[config.mk]
export PLATFORM = sky130hd
export DESIGN_NAME = soc_host_sequencer_flat
export DESIGN_NICKNAME = d
export VERILOG_FILES = /design/src/rtl/soc_host_sequencer_if.sv /design/src/rtl/soc_host_sequencer.sv /design/src/flat_wrapper.sv
export SDC_FILE = /design/constraint.sdc
export NUM_CORES = 1
export LEC_CHECK = 0
export CORE_MARGIN = 1
export CORE_UTILIZATION = 35
export DETAILED_ROUTE_END_ITERATION = 12
export GPL_ROUTABILITY_DRIVEN = 0
export PLACE_DENSITY = 0.69
export SETUP_SLACK_MARGIN = 0.05
export SLEW_MARGIN = 20
export SYNTH_ARGS = -nofsm -noshare
export SYNTH_HDL_FRONTEND = slang
export SYNTH_SLANG_ARGS = --single-unit
[constraint.sdc]
create_clock -name clk -period 3.1 [get_ports clk]
set_clock_uncertainty 0.1 [all_clocks]
set_input_delay 0.775 -clock clk [delete_from_list [all_inputs] [get_ports clk]]
set_output_delay 0.775 -clock clk [all_outputs]
set_load 0.02 [all_outputs]
[src/rtl/soc_host_sequencer_if.sv]
// Command/response handshake bundle between host logic and soc_host_sequencer.
// The master drives commands and consumes responses; the slave is the sequencer.
interface soc_host_sequencer_if #(
  parameter int DATA_W = 64,
  parameter int ADDR_W = 16
);
  logic              cmd_valid;
  logic              cmd_ready;
  logic [1:0]        cmd_op;
  logic [ADDR_W-1:0] cmd_addr;
  logic [DATA_W-1:0] cmd_data;

  logic              rsp_valid;
  logic              rsp_ready;
  logic [1:0]        rsp_status;
  logic [DATA_W-1:0] rsp_data;

  modport master (
    output cmd_valid, cmd_op, cmd_addr, cmd_data, rsp_ready,
    input  cmd_ready, rsp_valid, rsp_status, rsp_data
  );

  modport slave (
    input  cmd_valid, cmd_op, cmd_addr, cmd_data, rsp_ready,
    output cmd_ready, rsp_valid, rsp_status, rsp_data
  );
endinterface

[src/rtl/soc_host_sequencer.sv]
// Serializes write, read and kernel-execution traffic onto the soc_pad host
// interface, one command at a time, with timeout-protected waits.
module soc_host_sequencer #(
  parameter int DATA_W       = 64,
  parameter int ADDR_W       = 16,
  parameter int RD_TIMEOUT   = 256,
  parameter int EXEC_TIMEOUT = 65535,
  parameter int ARM_CYCLES   = 4
) (
  input  logic              clk,
  input  logic              rstn,
  soc_host_sequencer_if.slave host,
  output logic              chip_en,
  output logic              data_addr_valid,
  output logic              read_write,
  output logic [ADDR_W-1:0] address_in,
  output logic [DATA_W-1:0] data_in,
  input  logic [DATA_W-1:0] data_out,
  input  logic              data_out_valid,
  output logic              scan_start_exec,
  output logic              trigger,
  input  logic              exec_end
);

  typedef enum logic [2:0] {IDLE, WR, RD_REQ, RD_WAIT, ARM, TRIG, RUN, RSP} state_t;
  typedef enum logic [1:0] {OP_WRITE = 2'b00, OP_READ = 2'b01, OP_EXEC = 2'b10, OP_RSVD = 2'b11} op_t;
  typedef enum logic [1:0] {ST_OK = 2'b00, ST_TIMEOUT = 2'b01, ST_BAD_OP = 2'b10} status_t;

  // One counter serves the ARM, RD_WAIT and RUN phases, sized for the largest limit.
  localparam int MAX_RE  = (RD_TIMEOUT > EXEC_TIMEOUT) ? RD_TIMEOUT : EXEC_TIMEOUT;
  localparam int CNT_MAX = (MAX_RE > ARM_CYCLES) ? MAX_RE : ARM_CYCLES;
  localparam int CNT_W   = $clog2(CNT_MAX + 1);

  localparam logic [CNT_W-1:0] RD_LIMIT   = CNT_W'(RD_TIMEOUT);
  localparam logic [CNT_W-1:0] EXEC_LIMIT = CNT_W'(EXEC_TIMEOUT);
  localparam logic [CNT_W-1:0] ARM_LIMIT  = CNT_W'(ARM_CYCLES);

  state_t           state;
  logic [CNT_W-1:0] cnt;

  // NOTE: every register here is state updated on the clock edge, so all
  // assignments are non-blocking; the reset branch clears every register,
  // since reset must leave all outputs and counters at zero.
  always_ff @(posedge clk) begin
    if (!rstn) begin
      state           <= IDLE;
      cnt             <= '0;
      host.cmd_ready  <= 1'b0;
      host.rsp_valid  <= 1'b0;
      host.rsp_status <= ST_OK;
      host.rsp_data   <= '0;
      chip_en         <= 1'b0;
      data_addr_valid <= 1'b0;
      read_write      <= 1'b0;
      address_in      <= '0;
      data_in         <= '0;
      scan_start_exec <= 1'b0;
      trigger         <= 1'b0;
    end else begin
      case (state)
        IDLE: begin
          host.cmd_ready <= 1'b1;
          if (host.cmd_valid && host.cmd_ready) begin
            host.cmd_ready <= 1'b0;
            case (op_t'(host.cmd_op))
              OP_WRITE: begin
                state           <= WR;
                chip_en         <= 1'b1;
                data_addr_valid <= 1'b1;
                read_write      <= 1'b1;
                address_in      <= host.cmd_addr;
                data_in         <= host.cmd_data;
              end
              OP_READ: begin
                state           <= RD_REQ;
                chip_en         <= 1'b1;
                data_addr_valid <= 1'b1;
                read_write      <= 1'b0;
                address_in      <= host.cmd_addr;
              end
              OP_EXEC: begin
                state           <= ARM;
                chip_en         <= 1'b1;
                scan_start_exec <= 1'b1;
                cnt             <= CNT_W'(1);
              end
              default: begin
                state           <= RSP;
                host.rsp_valid  <= 1'b1;
                host.rsp_status <= ST_BAD_OP;
                host.rsp_data   <= '0;
              end
            endcase
          end
        end

        WR: begin
          state           <= RSP;
          chip_en         <= 1'b0;
          data_addr_valid <= 1'b0;
          read_write      <= 1'b0;
          address_in      <= '0;
          data_in         <= '0;
          host.rsp_valid  <= 1'b1;
          host.rsp_status <= ST_OK;
          host.rsp_data   <= '0;
        end

        RD_REQ: begin
          state           <= RD_WAIT;
          data_addr_valid <= 1'b0;
          address_in      <= '0;
          cnt             <= CNT_W'(1);
        end

        // cnt counts RD_WAIT cycles already sampled, starting at 1.
        RD_WAIT: begin
          if (data_out_valid) begin
            state           <= RSP;
            chip_en         <= 1'b0;
            host.rsp_valid  <= 1'b1;
            host.rsp_status <= ST_OK;
            host.rsp_data   <= data_out;
          end else if (cnt >= RD_LIMIT) begin
            state           <= RSP;
            chip_en         <= 1'b0;
            host.rsp_valid  <= 1'b1;
            host.rsp_status <= ST_TIMEOUT;
            host.rsp_data   <= '0;
          end else if (cnt != '1) begin
            cnt <= cnt + 1'b1;
          end
        end

        ARM: begin
          if (cnt >= ARM_LIMIT) begin
            state   <= TRIG;
            trigger <= 1'b1;
            cnt     <= '0;
          end else if (cnt != '1) begin
            cnt <= cnt + 1'b1;
          end
        end

        TRIG: begin
          state   <= RUN;
          trigger <= 1'b0;
          cnt     <= CNT_W'(1);
        end

        // exec_end is checked before the limit so a finish on the last
        // allowed cycle still reports OK.
        RUN: begin
          if (exec_end) begin
            state           <= RSP;
            chip_en         <= 1'b0;
            scan_start_exec <= 1'b0;
            host.rsp_valid  <= 1'b1;
            host.rsp_status <= ST_OK;
            host.rsp_data   <= DATA_W'(cnt);
          end else if (cnt >= EXEC_LIMIT) begin
            state           <= RSP;
            chip_en         <= 1'b0;
            scan_start_exec <= 1'b0;
            host.rsp_valid  <= 1'b1;
            host.rsp_status <= ST_TIMEOUT;
            host.rsp_data   <= DATA_W'(EXEC_LIMIT);
          end else if (cnt != '1) begin
            cnt <= cnt + 1'b1;
          end
        end

        RSP: begin
          if (host.rsp_ready) begin
            state           <= IDLE;
            cnt             <= '0;
            host.rsp_valid  <= 1'b0;
            host.rsp_status <= ST_OK;
            host.rsp_data   <= '0;
            host.cmd_ready  <= 1'b1;
          end
        end

        default: state <= IDLE;
      endcase
    end
  end

endmodule

[src/flat_wrapper.sv]
// flat-port wrapper written by rule: the top's interface ports become plain ports
module soc_host_sequencer_flat 
#(
  parameter int DATA_W       = 64,
  parameter int ADDR_W       = 16,
  parameter int RD_TIMEOUT   = 256,
  parameter int EXEC_TIMEOUT = 65535,
  parameter int ARM_CYCLES   = 4
)
  (clk, rstn, chip_en, data_addr_valid, read_write, address_in, data_in, data_out, data_out_valid, scan_start_exec, trigger, exec_end, host_cmd_valid, host_cmd_op, host_cmd_addr, host_cmd_data, host_rsp_ready, host_cmd_ready, host_rsp_valid, host_rsp_status, host_rsp_data);
  soc_host_sequencer_if #(.DATA_W(DATA_W), .ADDR_W(ADDR_W)) host_i ();
  input  logic clk;
  input  logic rstn;
  output logic chip_en;
  output logic data_addr_valid;
  output logic read_write;
  output logic [ADDR_W-1:0] address_in;
  output logic [DATA_W-1:0] data_in;
  input  logic [DATA_W-1:0] data_out;
  input  logic data_out_valid;
  output logic scan_start_exec;
  output logic trigger;
  input  logic exec_end;
  input wire logic [$bits(host_i.cmd_valid)-1:0] host_cmd_valid;
  input wire logic [$bits(host_i.cmd_op)-1:0] host_cmd_op;
  input wire logic [$bits(host_i.cmd_addr)-1:0] host_cmd_addr;
  input wire logic [$bits(host_i.cmd_data)-1:0] host_cmd_data;
  input wire logic [$bits(host_i.rsp_ready)-1:0] host_rsp_ready;
  output wire logic [$bits(host_i.cmd_ready)-1:0] host_cmd_ready;
  output wire logic [$bits(host_i.rsp_valid)-1:0] host_rsp_valid;
  output wire logic [$bits(host_i.rsp_status)-1:0] host_rsp_status;
  output wire logic [$bits(host_i.rsp_data)-1:0] host_rsp_data;
  assign host_i.cmd_valid = host_cmd_valid;
  assign host_i.cmd_op = host_cmd_op;
  assign host_i.cmd_addr = host_cmd_addr;
  assign host_i.cmd_data = host_cmd_data;
  assign host_i.rsp_ready = host_rsp_ready;
  assign host_cmd_ready = host_i.cmd_ready;
  assign host_rsp_valid = host_i.rsp_valid;
  assign host_rsp_status = host_i.rsp_status;
  assign host_rsp_data = host_i.rsp_data;
  soc_host_sequencer #(.DATA_W(DATA_W), .ADDR_W(ADDR_W), .RD_TIMEOUT(RD_TIMEOUT), .EXEC_TIMEOUT(EXEC_TIMEOUT), .ARM_CYCLES(ARM_CYCLES)) u_core (.clk(clk), .rstn(rstn), .host(host_i), .chip_en(chip_en), .data_addr_valid(data_addr_valid), .read_write(read_write), .address_in(address_in), .data_in(data_in), .data_out(data_out), .data_out_valid(data_out_valid), .scan_start_exec(scan_start_exec), .trigger(trigger), .exec_end(exec_end));
endmodule
Word-level counts from Yosys, hierarchy flattened

Index checks and enable logic that the tools add are counted.

Reduce and logical (&&, ||, !) cells: 25
$add $sub $neg: 1
Equality and inequality tests: 25
Multiplexer cells: 70
$lt $le $gt $ge: 3

Operators by type and width:

| cell                                                                | number |
|---|---|
| two-way mux 64 bit                                                  | 9 |
| case mux 64 bit (5 select lines)                                    | 1 |
| two-way mux 16 bit                                                  | 11 |
| case mux 64 bit (2 select lines)                                    | 1 |
| case mux 16 bit (6 select lines)                                    | 1 |
| case mux 16 bit (2 select lines)                                    | 1 |
| case mux 3 bit (8 select lines)                                     | 1 |
| two-way mux 1 bit                                                   | 21 |
| two-way mux 3 bit                                                   | 7 |
| inequality test 2 bit (second input constant)                       | 10 |
| adder 16 x 1 -> 16 bit (second input constant)                      | 1 |
| greater-or-equal comparator 16 bit (second input constant)          | 1 |
| greater-or-equal comparator 16 x 3 -> 1 bit (second input constant) | 1 |
| greater-or-equal comparator 16 x 9 -> 1 bit (second input constant) | 1 |
| inequality test 16 bit (second input constant)                      | 1 |
| two-way mux 2 bit                                                   | 7 |
| == test 3 bit (second input constant)                               | 4 |
| case mux 1 bit (2 select lines)                                     | 6 |
| case mux 2 bit (5 select lines)                                     | 1 |
| AND reduction 5 bit                                                 | 2 |
| nonzero test 2 bit                                                  | 5 |
| case mux 3 bit (3 select lines)                                     | 1 |
| AND reduction 3 bit                                                 | 3 |
| AND reduction 8 bit                                                 | 1 |
| other kinds (20)                                                    | 26 |

Flip-flop bits (word level): 172
Bits of input ports: 152
Word-level logic and storage cells: 137

Logic depth before layout (Yosys ltp)

Gate-level depths: netlist of run 1.

Word-level depth: 5
Gate-level depth with buffers: 9
Depth with buffers taken out: 7

Worst setup path before layout of run 1

No wires, ideal clock.

Kind: input to register
Start: input host_cmd_valid
End: register u_core.host.rsp_data[44]
Arrival: 2,191 ps
Required time: 2,883 ps
Cell stages on the path: 8
Slack: 692 ps
Path through: nand2_1 a32oi_2 o21ai_1 a221oi_4 nor2b_1 buf_2 buf_6 a22o_1

Cells in the longest elaborated chain, start to end: 3

RTL lines:

| element                                         | line                        | RTL |
|---|---|---|
| start: declaration                              | flat_wrapper.sv:24          | `input wire logic [$bits(host_i.cmd_valid)-1:0] host_cmd_valid;` |
| logical AND 1 bit                               | soc_host_sequencer.sv:63    | `if (host.cmd_valid && host.cmd_ready) begin` |
| inequality test 2 x 1 -> 1 bit (no source line) | --                          |  |
| AND reduction 6 bit (no source line)            | --                          |  |
| end signal: assignment                          | soc_host_sequencer.sv:123   | `host.rsp_data <= data_out;` |
| end signal: assignment                          | soc_host_sequencer.sv:160   | `host.rsp_data <= DATA_W'(cnt);` |
| end signal: assignment                          | soc_host_sequencer.sv:167   | `host.rsp_data <= DATA_W'(EXEC_LIMIT);` |
| end: declaration                                | soc_host_sequencer_if.sv:25 | `output cmd_ready, rsp_valid, rsp_status, rsp_data` |

Every way passes these cells.
A chain may end at the register's enable or synchronous reset.

Worst setup path in the final report of run 1

Start: register u_core.cnt[12]
End: register u_core.cnt[3]

Cells in the longest elaborated chain, start to end: 5

RTL lines:

| element                                                                    | line                      | RTL |
|---|---|---|
| start: declaration                                                         | soc_host_sequencer.sv:39  | `logic [CNT_W-1:0] cnt;` |
| start signal: assignment                                                   | soc_host_sequencer.sv:131 | `cnt <= cnt + 1'b1;` |
| start signal: assignment                                                   | soc_host_sequencer.sv:141 | `cnt <= cnt + 1'b1;` |
| start signal: assignment                                                   | soc_host_sequencer.sv:169 | `cnt <= cnt + 1'b1;` |
| branches (longest 5 deep; another with greater-or-equal comparator 16 bit) | --                        |  |

Parallel ways; which one is timed is not known. The select of a mux whose other input is x is not followed.

==> flow_metrics.env, run 1 <==
export IMPL_syn_nets=930
export IMPL_timing_fmax_mhz=368
export IMPL_dr_pass1_iters=5
export IMPL_syn_area_um2=6870
export IMPL_critPathCaptureType="register"
export IMPL_totalWireLength_um=22400
export IMPL_wl_per_cell_um=16.9
export IMPL_netlist_instances=772
export IMPL_synth_xor_area_share_pct=0
export IMPL_cts_setup_buffers=0
export IMPL_synth_compound_area_share_pct=25.8
export IMPL_drc=0
export IMPL_hold_violations=0
export IMPL_yosys_area_top_type_share_pct=50.1
export IMPL_ys_ff_latch=172
export IMPL_synth_simple_gate_area_share_pct=18.1
export IMPL_initial_core_util_pct=36.3
export IMPL_synthFlopType="dfxtp_1"
export IMPL_power_total_w=0.00858
export IMPL_synth_edff_count=0
export IMPL_r2r_start="u_core.cnt[12]"
export IMPL_crit_path_max_fanout=9
export IMPL_cts_htree_levels=4
export IMPL_antenna_cells=0
export IMPL_crit_chain="nor4_1 > nand4_1 > o211ai_2 > nand2b_1 > o32ai_1"
export IMPL_setup_viol=0
export IMPL_via_count=6747
export IMPL_r2r_end="u_core.cnt[3]"
export IMPL_synth_most_common_cell="dfxtp_1"
export IMPL_dieWidth_um=142
export IMPL_outcome="complete, no violations"
export IMPL_clk_latency_ps=410
export IMPL_worstHoldPathType="reg2reg"
export IMPL_detail_route_vias_per_cell=5.10
export IMPL_worst_slew_pin_transition_ps=696
export IMPL_fin_nets=1210
export IMPL_ys_seq_area_share_pct=50.1
export IMPL_post_dp_hpwl_um=15900
export IMPL_min_to="u_core.data_in[28]"
export IMPL_utilization_pct=56.9
export IMPL_min_path_cells=2
export IMPL_ys_warnings_count=0
export IMPL_power_density_nw_per_um2=795
export IMPL_muxShareOfSynthArea_pct=0
export IMPL_p_leak_nw=3.96
export IMPL_synth_top_area_cell="dfxtp_1"
export IMPL_post_cts_resized=0
export IMPL_ir_worst_vdd_mv=0.480
export IMPL_synth_top_family_by_area="compound AO/OA/AOI/OAI gates"
export IMPL_grt_overflow_total=0
export IMPL_clockBufferDepth=2
export IMPL_rsz0062_at_grt="no"
export IMPL_area_growth_pct=57.0
export IMPL_cts_root_buf="clkbuf_16"
export IMPL_synth_fa_ha_area_share_pct=1.09
export IMPL_cts_tree="done"
export IMPL_synth_common_cells="dfxtp_1, nand2_1, a21oi_1"
export IMPL_n_fill_cell=1715
export IMPL_cp_arrival_ps=2930
export IMPL_numCtsBuffers=17
export IMPL_grt_pass1_vias=6328
export IMPL_r2r_cells=5
export IMPL_setup_tns_ps=0
export IMPL_drt_iter0_markers=359
export IMPL_crit_path_max_incr_delay_ps=610
export IMPL_antenna_found_initial=0
export IMPL_critPathLaunchType="register"
export IMPL_clk_pin_slew_worst_paths_ps=70
export IMPL_io_pins=305
export IMPL_die_h_um=142
export IMPL_worstHoldStart="u_core.data_in[28]"
export IMPL_maxCapViolations=0
export IMPL_drive_gt1_share_pct=6.96
export IMPL_r2r_slack_ps=380
export IMPL_yosys_top_cells_area="dfxtp_1, a22o_1, a21oi_1"
export IMPL_crit_required_ps=3320
export IMPL_clock_sinks=172
export IMPL_synth_area_per_cell_um2=8.90
export IMPL_grt_max_degree=65
export IMPL_die_area_um2=20200
export IMPL_async_reset_ff_share_pct=0
export IMPL_slowest_stage="nor4_1"
export IMPL_portBuffers=304
export IMPL_multi_input_area_um2=3100
export IMPL_grt_pass1_wl_um=34700
export IMPL_crit_type="reg2reg"
export IMPL_slew_limit_headroom_pct=53.0
export IMPL_fin_crit_sh_pct=87.6
export IMPL_core_area_um2=19000
export IMPL_ant_nets=0
export IMPL_fp_row_count=50
export IMPL_cts_hold_buffers=0
export IMPL_seqCellArea_um2=3440
export IMPL_min_period_ps=2720
export IMPL_track_usage_pct=21.8
export IMPL_yosys_cell_types_count=53
export IMPL_drv_slew=0
cells in the final DEF, fill, tap and decap left out, types with 2 or more instances in the layout:
master	netlist	routed
clkdlybuf4s50_1	0	303
dfxtp_1	172	172
nand2_1	105	104
a21oi_1	82	82
nand3_1	73	73
a22o_1	51	51
nor2_1	34	34
a21boi_0	31	31
inv_1	21	20
clkbuf_16	0	17
a22oi_1	16	16
o21ai_0	14	14
o211a_1	14	14
buf_4	0	13
nor2b_1	8	7
nand2b_1	7	7
o221a_2	7	7
nor4_1	6	6
nand4_1	6	6
ha_1	6	6
buf_12	0	6
a31oi_1	5	5
o32ai_1	5	5
and2_1	4	4
and3_1	4	4
or3_1	5	4
inv_6	0	4
nor3_1	3	3
clkinv_4	0	3
clkinvlp_4	0	3
a211o_1	2	2
or2_2	2	2
o22ai_1	2	2
bufinv_16	0	2
kinds of logic (layout without fill, tap and decap cells):
kind of cell	after synthesis	after routing
and+or+nand+nor	266	266
AOI/OAI and AO/OA	245	245
buffers and inverters	83	374
DFF	172	172
adders and majority gates	6	6
final cells by class:
cell class              count  share of cell area [%]
multi-input cells         517                    28.8
clock inverters            13                    1.48
clock buffers              17                    3.94
flip-flops and latches    172                    31.9
repair buffers            323                    30.2
inverters                  21                   0.730
well taps                 260                    3.01
metrics by stage:
step                setup WS, ps  hold WS (ps)  instance area (um^2)  std cells
floorplan                    692           371                  6870        772
global placement             156           337                 10200       1293
detailed placement           119           344                 10200       1293
CTS                          516           354                 10800       1323
global route                 265           366                 10800       1323
finish                       383           351                 10800       1323
critical path: cells and delay by family (launching register included):
family / cells / cell delay [ps]
and+or+nand+nor: 3 / 1290
AOI/OAI and AO/OA: 2 / 880
DFF: 1 / 350
worst max path at each step:
| stage | start | cells past startpoint | slack, ps | end |
|---|---|---|---|---|
| floorplan | host_cmd_valid | 8 | 690 | u_core.host.rsp_data[44] |
| global placement | host_cmd_op[0] | 8 | 160 | u_core.host.rsp_data[30] |
| detailed placement | host_cmd_op[0] | 8 | 120 | u_core.host.rsp_data[19] |
| CTS | u_core.cnt[12] | 5 | 520 | u_core.cnt[4] |
| global route | u_core.cnt[12] | 5 | 270 | u_core.cnt[4] |
| finish | u_core.cnt[12] | 5 | 380 | u_core.cnt[3] |
layer usage:
metal | GRT usage (%) | wire, um | up-vias | part of all wire, %
li1 | - | - | 3332 | -
met5 | 0 | 0 | - | 0
met4 | 6.56 | 443 | 0 | 2.0
met3 | 4.61 | 1380 | 25 | 6.2
met1 | 27.1 | 9480 | 3168 | 42
met2 | 37.6 | 11100 | 222 | 50
power by group:
group	internal, W	switching, W	total (W)	leakage (nW)
Clock	0.00120	0.000924	0.00212	0.276
Sequential	0.00262	0.000287	0.00291	1.40
Combinational	0.00153	0.00201	0.00354	2.29
sequential cells by signal, summed over array words and instances, names as in the netlist:
| signal | flops |
|---|---|
| u_core.host.cmd_ready | 1 |
| u_core.state | 3 |
| u_core.host.rsp_status | 2 |
| u_core.data_addr_valid | 1 |
| u_core.host.rsp_valid | 1 |
| u_core.trigger | 1 |
| u_core.scan_start_exec | 1 |
| u_core.chip_en | 1 |
| u_core.read_write | 1 |
| u_core.data_in | 64 |
| u_core.host.rsp_data | 64 |
| u_core.address_in | 16 |
| u_core.cnt | 16 |
(Power assumes the default switching activity.)
==> inputs of run 2 (changes only) <==
--- a/config.mk
+++ b/config.mk
@@ -5,6 +5,7 @@
 export SDC_FILE = /design/constraint.sdc
 export NUM_CORES = 1
 export LEC_CHECK = 0
+export CORE_ASPECT_RATIO = 0.7
 export CORE_MARGIN = 1
 export CORE_UTILIZATION = 35
 export DETAILED_ROUTE_END_ITERATION = 12
==> flow_metrics.env, run 2 (synthesis gave the netlist of run 1 again) <==
export IMPL_drc=0
export IMPL_worstHoldPathType="reg2reg"
export IMPL_via_count=6768
export IMPL_dr_pass1_iters=7
export IMPL_hold_violations=0
export IMPL_top_regs="u_core.data_in: 64 flops, u_core.host.rsp_data: 64 flops"
export IMPL_io_pins=305
export IMPL_power_density_nw_per_um2=787
export IMPL_numCtsBuffers=17
export IMPL_whs_ps=350
export IMPL_crit_path_max_incr_delay_ps=520
export IMPL_crit_type="in2reg"
export IMPL_drt_iter0_markers=584
export IMPL_core_area_um2=19100
export IMPL_fin_crit_sh_pct=82.7
export IMPL_ant_nets=0
export IMPL_initial_core_util_pct=36.0
export IMPL_clockBufferDepth=2
export IMPL_clk_pin_slew_worst_paths_ps=70
export IMPL_fin_nets=1221
export IMPL_cts_root_buf="clkbuf_16"
export IMPL_cts_setup_buffers=0
export IMPL_crit_path_max_fanout=34
export IMPL_grt_overflow_total=0
export IMPL_r2r_cells=8
export IMPL_switching_share_pct=38.7
export IMPL_totalWireLength_um=21700
export IMPL_cts_tree="done"
export IMPL_cp_arrival_ps=2790
export IMPL_area_growth_pct=58.4
export IMPL_crit_top_cell="buf_4"
export IMPL_critPathLaunchType="input port"
export IMPL_post_cts_resized=0
export IMPL_wl_per_cell_um=16.2
export IMPL_pwr_share_comb_pct=42.1
export IMPL_dieWidth_um=169
export IMPL_outcome="complete, no violations"
export IMPL_crit_chain="clkdlybuf4s50_1 > ha_1 > nor2b_1 > o21ai_0 > buf_4 > a221oi_4 > buf_4 > nand2_1 > o211a_1"
export IMPL_utilization_pct=57.1
export IMPL_power_frac_seq_pct=33.6
export IMPL_die_area_um2=20200
export IMPL_power_frac_clock_pct=24.3
export IMPL_slew_limit_headroom_pct=51.9
export IMPL_worst_slew_pin_transition_ps=712
export IMPL_cts_hold_buffers=0
export IMPL_fp_row_count=42
export IMPL_drv_slew=0
export IMPL_antenna_found_initial=0
export IMPL_portBuffers=304
export IMPL_maxCapViolations=0
export IMPL_clock_sinks=172
export IMPL_grt_pass1_vias=6291
export IMPL_p_int_w=0.00525
export IMPL_timing_fmax_mhz=390
export IMPL_detail_route_vias_per_cell=5.05
export IMPL_switchingPower_w=0.00332
export IMPL_p_leak_nw=4.02
export IMPL_cts_htree_levels=4
export IMPL_min_path_cells=2
export IMPL_critPathCaptureType="register"
export IMPL_clk_latency_ps=420
export IMPL_ir_worst_vdd_mv=0.395
export IMPL_grt_pass1_wl_um=34000
export IMPL_antenna_cells=0
export IMPL_final_cell_mix="clkdlybuf4s50_1, dfxtp_1, nand2_1, a21oi_1, nand3_1"
export IMPL_min_period_ps=2560
export IMPL_track_usage_pct=21.1
export IMPL_drive_gt1_share_pct=8.09
export IMPL_post_dp_hpwl_um=15200
export IMPL_die_h_um=119
export IMPL_setup_viol=0
export IMPL_layout_commonest_cell="clkdlybuf4s50_1"
export IMPL_crit_required_ps=3330
export IMPL_rsz0062_at_grt="no"
export IMPL_slowest_stage="clkdlybuf4s50_1"
export IMPL_grt_max_degree=75
-- run 2: cell count changes in the layout (fill, tap and decap cells not counted), sizes merged --
cell,delta
buf,+11
inv,+5
bufinv,-2
clkinv,-1
-- run 2: metrics by stage --
step / instances / setup TNS, ps / power (W) / area, um^2 / setup WS, ps
global route: 1340 / 0 / 0.00907 / 10900 / 329
finish: 1340 / 0 / 0.00857 / 10900 / 536
floorplan: 772 / 0 / 0.00493 / 6870 / 692
detailed placement: 1307 / -9480 / 0.00652 / 10300 / -215
CTS: 1339 / 0 / 0.00864 / 10900 / 222
global placement: 1307 / -8850 / 0.00650 / 10300 / -189
-- run 2: final cells by class --
cell class                 instances  area, um^2
fill                            1755        8190
sequential                       172        3440
timing repair buffer             334        3340
multi-input combinational        517        3120
clock buffer                      17         425
tap                              264         330
clock inverter                    15         151
inverter                          21        78.8
-- run 2: critical path, delay by kind of cell --
| family | cells | cell delay [ps] |
|---|---|---|
| AND/OR/NAND/NOR | 2 | 230 |
| AO/OA/AOI/OAI | 3 | 510 |
| adder cells (fa/ha/maj) | 1 | 190 |
| buffers and inverters | 3 | 1070 |
-- run 2: power groups by stage --
stage	sequential, W	combinational [W]	clock (W)
2_1_floorplan	0.00334	0.00159	0
3_3_place_gp	0.00292	0.00358	0
3_5_place_dp	0.00292	0.00360	0
4_1_cts	0.00288	0.00362	0.00215
5_1_grt	0.00293	0.00391	0.00223
6_report	0.00288	0.00361	0.00208
-- run 2: metal layers --
layer	share of wire (%)	global-route usage, %
met1	45	27.7
met2	47	34.1
met3	6.9	5.25
met4	1.2	6.36
met5	0	0
-- run 2: path summary, 6_finish.rpt --
check | slack [ps] | to | startpoint
setup / recovery | 540 | u_core.host.rsp_data[15] | host_cmd_op[0]
hold / removal | 350 | u_core.data_in[14] | u_core.data_in[14]
setup reg to reg | 720 | u_core.cnt[2] | u_core.state[2]
hold reg to reg | 350 | u_core.data_in[14] | u_core.data_in[14]
